<file path="src/rtl/stepper_move_ctrl.sv">
`default_nettype none
// ==== stepper_move_ctrl : trapezoidal move sequencer driving the phase-driver command word ====
// ==== Revision 1.0                                                                          ====
module stepper_move_ctrl #(
  parameter int MIN_PERIOD  = 550000,
  parameter int MAX_PERIOD  = 2000000,
  parameter int ACCEL_DELTA = 50000,
  parameter int STEP_W      = 16
) (
  input  logic              CLK100MHZ,
  input  logic              CPU_RESETN,
  input  logic              move_valid,
  output logic              move_ready,
  input  logic [STEP_W-1:0] move_steps,
  input  logic              move_dir,
  input  logic [21:0]       move_period,
  input  logic              abort,
  output logic [31:0]       command,
  output logic              busy,
  output logic              done,
  output logic [STEP_W-1:0] steps_done
);

  typedef enum logic [2:0] {
    S_IDLE   = 3'd0,
    S_ACCEL  = 3'd1,
    S_CRUISE = 3'd2,
    S_DECEL  = 3'd3,
    S_DONE   = 3'd4
  } state_t;

  localparam logic [21:0] c_min   = 22'(MIN_PERIOD);
  localparam logic [21:0] c_max   = 22'(MAX_PERIOD);
  localparam logic [22:0] c_delta = 23'(ACCEL_DELTA);

  state_t            state_q, state_d;
  logic [21:0]       cur_q, cur_d, target_q, target_d, timer_q, timer_d;
  logic [STEP_W-1:0] rem_q, rem_d, ramp_q, ramp_d, steps_done_q, steps_done_d;
  logic              dir_q, dir_d, abort_pend_q, abort_pend_d;
  logic [31:0]       command_q, command_d;
  logic              busy_q, busy_d, done_q, done_d, ready_q, ready_d;

  logic [21:0]       w_clamped, w_cur_down, w_cur_up;
  logic [22:0]       w_sum_up;
  logic [STEP_W-1:0] w_rem_dec, w_ramp_inc;
  logic              w_busy_now;

  always_comb begin
    w_clamped  = (move_period < c_min) ? c_min :
                 (move_period > c_max) ? c_max : move_period;
    // Period arithmetic is widened one bit so neither direction can wrap.
    w_cur_down = ({1'b0, cur_q} >= ({1'b0, target_q} + c_delta)) ?
                 (cur_q - c_delta[21:0]) : target_q;
    w_sum_up   = {1'b0, cur_q} + c_delta;
    w_cur_up   = (w_sum_up > {1'b0, c_max}) ? c_max : w_sum_up[21:0];
    w_rem_dec  = rem_q - STEP_W'(1);
    w_ramp_inc = ramp_q + STEP_W'(1);
    w_busy_now = (state_q == S_ACCEL) || (state_q == S_CRUISE) || (state_q == S_DECEL);

    state_d      = state_q;
    cur_d        = cur_q;
    target_d     = target_q;
    timer_d      = timer_q;
    rem_d        = rem_q;
    ramp_d       = ramp_q;
    steps_done_d = steps_done_q;
    dir_d        = dir_q;
    abort_pend_d = 1'b0;

    case (state_q)
      S_IDLE: begin
        if (move_valid) begin
          dir_d        = move_dir;
          target_d     = w_clamped;
          rem_d        = move_steps;
          ramp_d       = '0;
          cur_d        = c_max;
          timer_d      = '0;
          steps_done_d = '0;
          if (move_steps == '0)      state_d = S_DONE;
          else if (w_clamped == c_max) state_d = S_CRUISE;
          else                       state_d = S_ACCEL;
        end
      end
      S_DONE: begin
        timer_d = '0;
        state_d = S_IDLE;
      end
      default: begin
        if (timer_q == cur_q) begin
          timer_d      = '0;
          steps_done_d = steps_done_q + STEP_W'(1);
          rem_d        = w_rem_dec;
          if (w_rem_dec == '0) begin
            state_d = S_DONE;
          end else begin
            case (state_q)
              S_ACCEL: begin
                ramp_d       = w_ramp_inc;
                abort_pend_d = abort;
                if (w_rem_dec <= w_ramp_inc) begin
                  state_d = S_DECEL;
                end else begin
                  cur_d = w_cur_down;
                  if (w_cur_down == target_q) state_d = S_CRUISE;
                end
              end
              S_CRUISE: begin
                abort_pend_d = abort;
                if (w_rem_dec <= ramp_q) state_d = S_DECEL;
              end
              default: begin
                cur_d  = w_cur_up;
                ramp_d = (ramp_q == '0) ? '0 : ramp_q - STEP_W'(1);
              end
            endcase
          end
        end else begin
          timer_d = timer_q + 22'd1;
          // A stop request ramps down over as many steps as were spent ramping up.
          if ((abort || abort_pend_q) && (state_q != S_DECEL)) begin
            if (ramp_q == '0) begin
              state_d = S_DONE;
            end else begin
              rem_d   = ramp_q;
              state_d = S_DECEL;
            end
          end
        end
      end
    endcase

    busy_d  = (state_d == S_ACCEL) || (state_d == S_CRUISE) || (state_d == S_DECEL);
    done_d  = (state_d == S_DONE);
    ready_d = (state_d == S_IDLE);
    command_d = w_busy_now ? {7'b0, dir_q, 1'b1, 1'b1, cur_q}
                           : {7'b0, dir_q, 1'b0, 1'b0, c_max};
  end

  always_ff @(posedge CLK100MHZ or negedge CPU_RESETN) begin
    if (!CPU_RESETN) begin
      state_q      <= S_IDLE;
      cur_q        <= c_max;
      target_q     <= c_max;
      timer_q      <= '0;
      rem_q        <= '0;
      ramp_q       <= '0;
      steps_done_q <= '0;
      dir_q        <= 1'b0;
      abort_pend_q <= 1'b0;
      command_q    <= {10'b0, c_max};
      busy_q       <= 1'b0;
      done_q       <= 1'b0;
      ready_q      <= 1'b1;
    end else begin
      state_q      <= state_d;
      cur_q        <= cur_d;
      target_q     <= target_d;
      timer_q      <= timer_d;
      rem_q        <= rem_d;
      ramp_q       <= ramp_d;
      steps_done_q <= steps_done_d;
      dir_q        <= dir_d;
      abort_pend_q <= abort_pend_d;
      command_q    <= command_d;
      busy_q       <= busy_d;
      done_q       <= done_d;
      ready_q      <= ready_d;
    end
  end

  assign move_ready = ready_q;
  assign command    = command_q;
  assign busy       = busy_q;
  assign done       = done_q;
  assign steps_done = steps_done_q;

endmodule
`default_nettype wire

</file>
<file path="config.mk">
export PLATFORM = sky130hd
export DESIGN_NAME = stepper_move_ctrl
export DESIGN_NICKNAME = d
export VERILOG_FILES = /design/src/rtl/stepper_move_ctrl.sv
export SDC_FILE = /design/constraint.sdc
export NUM_CORES = 1
export LEC_CHECK = 0
export ABC_AREA = 1
export CAP_MARGIN = 10
export CORE_MARGIN = 2
export CORE_UTILIZATION = 60
export CTS_CLUSTER_DIAMETER = 100
export DETAILED_ROUTE_END_ITERATION = 10
export PLACE_DENSITY_LB_ADDON = 0.12
export SYNTH_ARGS = -nofsm -noshare
export SYNTH_HDL_FRONTEND = slang
export SYNTH_SLANG_ARGS = --single-unit
</file>
<file path="constraint.sdc">
create_clock -name CLK100MHZ -period 7.1 [get_ports CLK100MHZ]
set_input_delay 0.71 -clock CLK100MHZ [delete_from_list [all_inputs] [get_ports CLK100MHZ]]
set_output_delay 0.71 -clock CLK100MHZ [all_outputs]
set_load 0.1 [all_outputs]
</file>
Word level (Yosys, flattened, before mapping)
Index checks and enable logic that the tools add are counted.
{"block": "word_totals", "regBits": 147, "input_bits": 43, "output_inout_bits": 51, "elab_cells": 108}
{"block": "op_classes", "addsub": 8, "n_lt_le_gt_ge": 6, "n_eq_ne": 17, "muxes": 43, "bitwise_logic": 1, "reduce_logical": 20}
{"cell": "two-way mux 22 bit", "n": 10}
{"cell": "two-way mux 16 bit", "n": 9}
{"cell": "one-hot mux 22 bit (2 select lines)", "n": 3}
{"cell": "one-hot mux 16 bit (2 select lines)", "n": 4}
{"cell": "logical NOT 16 bit", "n": 3}
{"cell": "adder 22 x 16 -> 23 bit (second input constant)", "n": 2}
{"cell": "== test 22 bit", "n": 2}
{"cell": "adder 16 x 1 -> 16 bit (second input constant)", "n": 2}
{"cell": "<= comparator 16 bit", "n": 2}
{"cell": "subtractor 16 x 1 -> 16 bit (second input constant)", "n": 2}
{"cell": "two-way mux 3 bit", "n": 9}
{"cell": "two-way mux 24 bit", "n": 1}
{"cell": "greater-or-equal comparator 22 x 23 -> 1 bit", "n": 1}
{"cell": "> comparator 23 x 21 -> 1 bit (second input constant)", "n": 1}
{"cell": "adder 22 x 1 -> 22 bit (second input constant)", "n": 1}
{"cell": "== test 22 x 21 -> 1 bit (second input constant)", "n": 1}
{"cell": "> comparator 22 x 21 -> 1 bit (second input constant)", "n": 1}
{"cell": "< comparator 22 x 20 -> 1 bit (second input constant)", "n": 1}
{"cell": "subtractor 22 x 16 -> 22 bit (second input constant)", "n": 1}
{"cell": "== test 3 x 2 -> 1 bit (second input constant)", "n": 4}
{"cell": "one-hot mux 3 bit (2 select lines)", "n": 2}
{"cell": "!= test 3 x 2 -> 1 bit (second input constant)", "n": 3}
{"cell": "== test 3 x 1 -> 1 bit (second input constant)", "n": 2}
{"cell": "== test 3 bit (second input constant)", "n": 2}
{"cell": "16 further kinds", "n": 26}

Longest topological paths before layout
Gate-level depths: netlist of run 1.
{"block": "logic_depth", "ltp_word": 13, "depth_mapped": 36, "depth_no_buf": 35}

Least setup slack after synthesis of run 1
Ideal clock, no wire load.
{"block": "synth_timing", "path_type": "register to register", "startpoint": "reg target_q[7]", "endpoint": "reg busy_q, in the netlist busy", "setup_time_ns": 0.116, "arrival_ns": 3.463, "setup_slack_ns": 3.522, "stages_incl_launch_ff": 34, "path_cell_list": "dfstp_2 -> inv_1 -> nor2_1 -> nor2_1 -> a21oi_1 -> nand3_1 -> o21ai_0 -> nor2_1 -> nor2_1 -> nand2_1 -> nor2_1 -> xor2_1 -> ha_1 -> nand4_1 -> nor2_1 -> nand2_1 -> nand2_1 -> nand2_1 -> nand2_1 -> nand2_1 -> nand2_1 -> buf_4 -> nand2_1 -> nand2_1 -> a21oi_1 -> nand2_1 -> nor2_1 -> nand3_1 -> nand2_1 -> nand2_1 -> nand2_1 -> nand3_1 -> nor2_1 -> nor2_1"}
{"block": "synth_between", "elab_chain_len": 13, "word_cells_on_any_way": 15, "cone_classes": "1 x add/sub; 1 x order compare; 4 x eq/ne; 7 x mux; 2 x reduce/logical"}
{"element": "start: declaration", "line_no": "37", "rtl": "logic [21:0] cur_q, cur_d, target_q, target_d, timer_q, timer_d;"}
{"element": "start signal: assignment", "line_no": "144", "rtl": "target_q <= c_max;"}
{"element": "start signal: assignment", "line_no": "158", "rtl": "target_q <= target_d;"}
{"element": "adder 22 x 16 -> 23 bit", "line_no": "52", "rtl": "w_cur_down = ({1'b0, cur_q} >= ({1'b0, target_q} + c_delta)) ?"}
{"element": "greater-or-equal comparator 22 x 23 -> 1 bit", "line_no": "52"}
{"element": "two-way mux 22 bit", "line_no": "52"}
{"element": "== test 22 bit (*)", "line_no": "105", "rtl": "if (w_cur_down == target_q) state_d = S_CRUISE;"}
{"element": "two-way mux 3 bit (*)", "line_no": "105"}
{"element": "two-way mux 3 bit (*)", "line_no": "101", "rtl": "if (w_rem_dec <= w_ramp_inc) begin"}
{"element": "one-hot mux 3 bit (2 select lines) (*)", "line_no": "97", "rtl": "case (state_q)"}
{"element": "two-way mux 3 bit (*)", "line_no": "94", "rtl": "if (w_rem_dec == '0) begin"}
{"element": "two-way mux 3 bit (*)", "line_no": "90", "rtl": "if (timer_q == cur_q) begin"}
{"element": "one-hot mux 3 bit (2 select lines) (*)", "line_no": "70", "rtl": "case (state_q)"}
{"element": "net state_d[0]", "line_no": "36", "rtl": "state_t state_q, state_d;"}
{"element": "== test 3 x 1 -> 1 bit or == test 3 x 2 -> 1 bit (tied branches)", "line_no": "133", "rtl": "busy_d = (state_d == S_ACCEL) || (state_d == S_CRUISE) || (state_d == S_DECEL);"}
{"element": "logical OR 1 bit", "line_no": "133"}
{"element": "logical OR 1 bit (*)", "line_no": "133"}
{"element": "net busy_d", "line_no": "41", "rtl": "logic busy_q, busy_d, done_q, done_d, ready_q, ready_d;"}
{"element": "end signal: assignment", "line_no": "166", "rtl": "busy_q <= busy_d;"}
{"element": "end: declaration", "line_no": "41"}
Mark *: on every way through the listed nets, which the timed path passes. The rest lies on a longest branch.
A chain may end at the register's enable or synchronous reset.

Worst setup path after layout of run 1
Ends and elaborated chain as after synthesis.

==> qor.yml, run 1 <==
yosys:
  synthFlopType: "dfrtp_1"
  avgSynthCellArea_um2: 7.04
  synth_edf_count: 0
  yosysSeqAreaShare: 0.327
  netlist_instances: 1597
  ys_ff_latch: 146
  ys_warn_count: 0
  netlist_area_um2: 11200
  ys_types: 57
  async_flop_share: 1.00
sta:
  fin_skew_ps: 13.9
  fin_setup_tns_ps: 0
  fmax_ghz: 0.216
  setup-violations-final: 0
  finalHoldViolCount: 0
  maxSlewViolCount: 0
  post-route-min-period_ps: 4620
  worst_pin_slew_ps: 1110
  min_period_over_period: 0.651
  relSlewSlack: 0.259
  rsz0062_at_grt: "no"
placed_design:
  dp_hpwl_um: 22600
  dp.cells: 1874
  port_buffers: 86
  gp_congestion: 0.887
clocking:
  cts_hold_buf: 0
  cts_tree: "built"
  cts-root-buf: "clkbuf_16"
  clk_latency_ps: 440
  cts_made_buffers: 17
  htreeDepth: 4
  cts_num_sinks: 146
  cts_resized: 0
  post_cts_buffers: 0
  clk_pin_slew_ps: 70
  clock_path_buffers: 2
outcome:
  status: "finished clean"
floorplan:
  initial_utilization: 0.607
  rows: 50
  coreArea_um2: 18500
  die_h_um: 141
  ios: 94
  die_x_um: 141
  dieArea_um2: 19900
routing:
  viasPerCell: 5.83
  drtPass1Iterations: 6
  drt_iter0_markers: 1095
  wl_per_cell_um: 15.9
  antenna_left: 0
  vias: 11100
  drc_errors: 0
  drt-total-wl_um: 30300
setup_path:
  criticalPathCategory: "reg2reg"
  critPathCaptureType: "register"
  worstPathArrival_ps: 4960
  cp_common_cell: "nand2_1"
  reg2reg_depth: 34
  crit_path_max_incr_delay_ps: 570
  cp-startpoint: "target_q[7]$_DFFE_PN1P_"
  crit_path_top_delay_cell: "dfstp_2"
  path_max_fanout: 86
  r2r-end: "busy$_DFF_PN0_"
  cp_top_family: "simple AND/OR/NAND/NOR gates"
  cp-start-kind: "register"
  path_buf_inv: 3
  r2r_start: "target_q[7]$_DFFE_PN1P_"
  r2r_setup_slack_ps: 2480
  required_ps: 7440
power:
  power_density_nw_per_um2: 531
  p_leak_nw: 5.88
  finalPower_mw: 6.79
  worst_ir_drop_vdd_mv: 0.262
layout:
  stdcell_count: 1906
  nets: 1766
  antenna_cells: 0
  area_growth_syn_to_layout_pct: 13.7
  drive_above_1_share: 0.0676
  post-route-util: 0.691
  fill_cells: 1604
global_route:
  grt-ovfl-total: 0
  grt_max_degree: 87
  grt_pass1_wl_um: 50400
  first_global_vias: 10100
  antenna_found_initial: 0
  track_usage: 0.314
job:
  drv_cap: 0
worst_hold_path:
  hp-class: "in2async"
==> cell type report <==
| type | count | area (µm²) | area share |
|---|---|---|---|
| clock buffer | 20 | 457 | 0.0357 |
| sequential | 146 | 3680 | 0.288 |
| timing repair buffer | 92 | 907 | 0.0709 |
| inverter | 212 | 797 | 0.0623 |
| multi-input combinational | 1190 | 6540 | 0.511 |
| clock inverter | 12 | 120 | 0.00939 |
| tap | 234 | 293 | 0.0229 |
==> cells in the final DEF (no fill, tap or decap), drive strengths merged, types with 5 or more instances in the layout <==
| master | n |
|---|---|
| o22ai | 25 |
| a31oi | 7 |
| conb | 7 |
| a21oi | 79 |
| o21ai | 152 |
| nor3 | 33 |
| clkdlybuf4s50 | 85 |
| nand3 | 119 |
| clkbuf | 20 |
| nand3b | 7 |
| clkinvlp | 5 |
| o211ai | 14 |
| xor2 | 70 |
| a211oi | 10 |
| buf | 7 |
| inv | 213 |
| nor2 | 162 |
| dfstp | 22 |
| clkinv | 5 |
| ha | 64 |
| nor4 | 18 |
| nand4 | 31 |
| nand2 | 355 |
| dfrtp | 124 |
==> power by group <==
group | total (mW) | switching, mW | internal, mW
sequential | 1.47 | 0.331 | 1.14
clock | 0.903 | 0.397 | 0.507
combinational | 4.41 | 3.04 | 1.37
total | 6.79 | 3.77 | 3.02
==> cells in the mapped netlist, drive strengths merged, types with 2 or more instances <==
cell type    n  area [µm²]
o211ai      14         105
xor2        70         613
o22ai       25         156
buf         29         168
or2          3        18.8
o32ai        3        26.3
nand3      119         633
nor3        33         193
ha          64         801
a211oi      10        75.1
nand4       31         194
a22oi        2        15.0
a21oi       79         410
inv        208         781
and2         3        18.8
o21ai      152         776
o21a         3        22.5
dfstp       22         578
clkinv       4        16.3
dfrtp      124        3100
o221ai       4        35.0
clkbuf      26        97.6
a22o         3        26.3
nand3b       7        52.6
xnor2        4        35.0
or4          3        22.5
a31oi        7        43.8
nor4        18         131
nand2      355        1350
nor2       162         671
==> state kept, by name, indices dropped and copies added, names as in the netlist <==
register and cells:
dir_q 1, steps_done 16, target_q 22, done 1, abort_pend_q 1, command 24
busy 1, state_q 3, rem_q 16, ramp_q 16, move_ready 1, timer_q 22
cur_q 22
==> routing by layer <==
metal / vias up / routed length (µm) / GRT usage
li1: 5433 / - / -
met1: 5181 / 14500 / 0.478
met2: 468 / 13000 / 0.471
met3: 38 / 2290 / 0.0421
met4: 0 / 545 / 0.0842
met5: - / 0 / 0
==> stage by stage <==
stage               hold WS (ps)  instance area [µm²]  setup slack [ps]
floorplan                    354                11300              3520
global placement             365                12200              2640
detailed placement           362                12200              2540
CTS                          284                12800              2540
global route                 312                12800              1810
finish                       227                12800              2480
==> worst max path at each step <==
| stage | slack, ps | end | cells past startpoint |
|---|---|---|---|
| after detailed placement | 2540 | busy$_DFF_PN0_ | 34 |
| final | 2480 | busy$_DFF_PN0_ | 34 |
| after global routing | 1810 | busy$_DFF_PN0_ | 35 |
| after global placement | 2640 | busy$_DFF_PN0_ | 34 |
| after floorplan | 3520 | busy$_DFF_PN0_ | 33 |
| after CTS | 2540 | busy$_DFF_PN0_ | 34 |
==> cells by family (layout without fill, tap and decap cells) <==
group / after synthesis / in the layout / share of synthesized area
compound gates: 309 / 309 / 0.156
xor+xnor: 74 / 74 / 0.0576
fa+ha+maj: 64 / 64 / 0.0712
buf+inv: 267 / 336 / 0.0944
flops: 146 / 146 / 0.327
other cells: 1 / 7 / 0.000333
simple gates: 736 / 736 / 0.293
(Power assumes the default switching activity.)
==> run 2, diff against run 1 <==
--- a/config.mk
+++ b/config.mk
@@ -8,7 +8,7 @@
 export ABC_AREA = 1
 export CAP_MARGIN = 10
 export CORE_MARGIN = 2
-export CORE_UTILIZATION = 60
+export CORE_UTILIZATION = 54
 export CTS_CLUSTER_DIAMETER = 100
 export DETAILED_ROUTE_END_ITERATION = 10
 export PLACE_DENSITY_LB_ADDON = 0.12
==> constraint.sdc (replaced) <==
create_clock -name CLK100MHZ -period 4.2 [get_ports CLK100MHZ]
set_input_delay 0.42 -clock CLK100MHZ [delete_from_list [all_inputs] [get_ports CLK100MHZ]]
set_output_delay 0.42 -clock CLK100MHZ [all_outputs]
set_load 0.1 [all_outputs]
==> qor.yml, run 2 (synthesis results as in run 1) <==
outcome:
  status: "finished clean"
clocking:
  clock_path_buffers: 2
  clk_pin_slew_ps: 70
  cts_num_sinks: 146
  cts_tree: "built"
  cts_made_buffers: 17
  cts-root-buf: "clkbuf_16"
  htreeDepth: 4
  clk_latency_ps: 430
setup_path:
  r2r_start: "target_q[7]$_DFFE_PN1P_"
  crit_path_top_delay_cell: "dfstp_2"
  reg2reg_depth: 34
  cp-start-kind: "register"
  r2r-end: "busy$_DFF_PN0_"
  critPathCaptureType: "register"
  cp_common_cell: "nand2_1"
  worstPathArrival_ps: 4260
  crit_path_max_incr_delay_ps: 530
  r2r_setup_slack_ps: 270
  criticalPathCategory: "reg2reg"
  path_max_fanout: 8
  cp-startpoint: "target_q[7]$_DFFE_PN1P_"
  required_ps: 4530
sta:
  setup-violations-final: 0
  timing.final.ws_setup_ps: 269
  fin_skew_ps: 11.8
  fmax_ghz: 0.254
  whs_ps: 52.8
  maxSlewViolCount: 0
  rsz0062_at_grt: "yes"
  fin_setup_tns_ps: 0
  min_period_over_period: 0.936
  finalHoldViolCount: 0
  relSlewSlack: 0.244
  worst_pin_slew_ps: 1130
  post-route-min-period_ps: 3930
layout:
  fill_cells: 1854
  final_area_um2: 13200
  area_growth_syn_to_layout_pct: 17.5
  drive_above_1_share: 0.0974
  antenna_cells: 0
  layout_common_cells: "nand2_1, inv_1, nor2_1"
  layout_commonest_cell: "nand2_1"
  nets: 1799
  largest_reg_flops: 24
placed_design:
  pre_cts_ws_ps: -50.7
  gp_congestion: 0.945
  post_dp_cell_area_um2: 12400
  port_buffers: 86
  dp_hpwl_um: 23400
floorplan:
  initial_utilization: 0.552
  die_x_um: 148
  coreArea_um2: 20400
  rows: 52
  die_h_um: 148
  ios: 94
  dieArea_um2: 22000
routing:
  antenna_left: 0
  vias: 10900
  drtPass1Iterations: 5
  viasPerCell: 5.54
  wl_per_cell_um: 15.4
  drc_errors: 0
  drt_iter0_markers: 916
  drt-total-wl_um: 30500
global_route:
  first_global_vias: 10100
  grt-ovfl-total: 0
  track_usage: 0.283
  antenna_found_initial: 0
  grt_pass1_wl_um: 50400
  grt_max_degree: 87
power:
  p_leak_nw: 6.06
  worst_ir_drop_vdd_mv: 0.426
  power_density_nw_per_um2: 916
worst_hold_path:
  hp-class: "in2async"
job:
  drv_cap: 0
run 2: changes by cell type in the layout (fill, tap and decap cells not counted), moves of 3 or more:
| cell | before | now |
|---|---|---|
| nor2_1 | 148 | 139 |
| nor2_2 | 8 | 16 |
| buf_4 | 6 | 33 |
| nor3_1 | 30 | 27 |
| nand3_1 | 113 | 109 |
| nand3_2 | 5 | 9 |
run 2: repair_timing:
action / CTS / global route
resized for setup: 1 / 28
hold buffers: 0 / 0
buffers inserted: 0 / 8
setup endpoints to repair: 2 / 26
pin swaps: 0 / 17
gates cloned: 0 / 2
run 2: worst max path at each step:
stage,end,slack (ps),cells past startpoint
after floorplan,busy$_DFF_PN0_,620,33
after global placement,busy$_DFF_PN0_,60,33
after detailed placement,busy$_DFF_PN0_,-50,33
after CTS,busy$_DFF_PN0_,30,33
after global routing,busy$_DFF_PN0_,-100,33
final,busy$_DFF_PN0_,270,34
run 2: metrics by stage:
step / power [mW] / utilization / std cells
global placement: 9.90 / 0.611 / 1933
floorplan: 8.10 / - / 1603
detailed placement: 10.0 / 0.611 / 1933
CTS: 11.6 / 0.639 / 1965
finish: 12.1 / 0.649 / 1975
global route: 13.2 / 0.649 / 1975
run 2: routing by layer:
| layer | global-route usage | part of all wire | routed length (µm) |
|---|---|---|---|
| met5 | 0 | 0 | 0 |
| met4 | 0.0752 | 0.017 | 509 |
| met2 | 0.422 | 0.43 | 13000 |
| met1 | 0.429 | 0.50 | 15100 |
| met3 | 0.0426 | 0.063 | 1920 |
run 2: critical path, delay by kind of cell, from the launching register on:
family / cells / cell delay, ps
AND/OR/NAND/NOR: 26 / 2090
buffers and inverters: 4 / 400
adder cells (fa/ha/maj): 1 / 280
flip-flops: 1 / 530
XOR/XNOR: 1 / 170
AO/OA/AOI/OAI: 2 / 350
run 2: where the power goes:
part	internal, mW	switching (mW)	leakage [nW]	total [mW]
clock	0.827	0.647	0.256	1.47
combinational	2.75	5.39	3.94	8.14
sequential	1.93	0.550	1.87	2.48
run 2: final cells by class:
class	count	area, µm²	share of cell area
multi-input cells	1191	6640	0.503
flip-flops and latches	146	3680	0.279
repair buffers	124	1200	0.0906
inverters	212	797	0.0603
clock buffers	20	437	0.0330
well taps	270	338	0.0256
clock inverters	12	123	0.00928
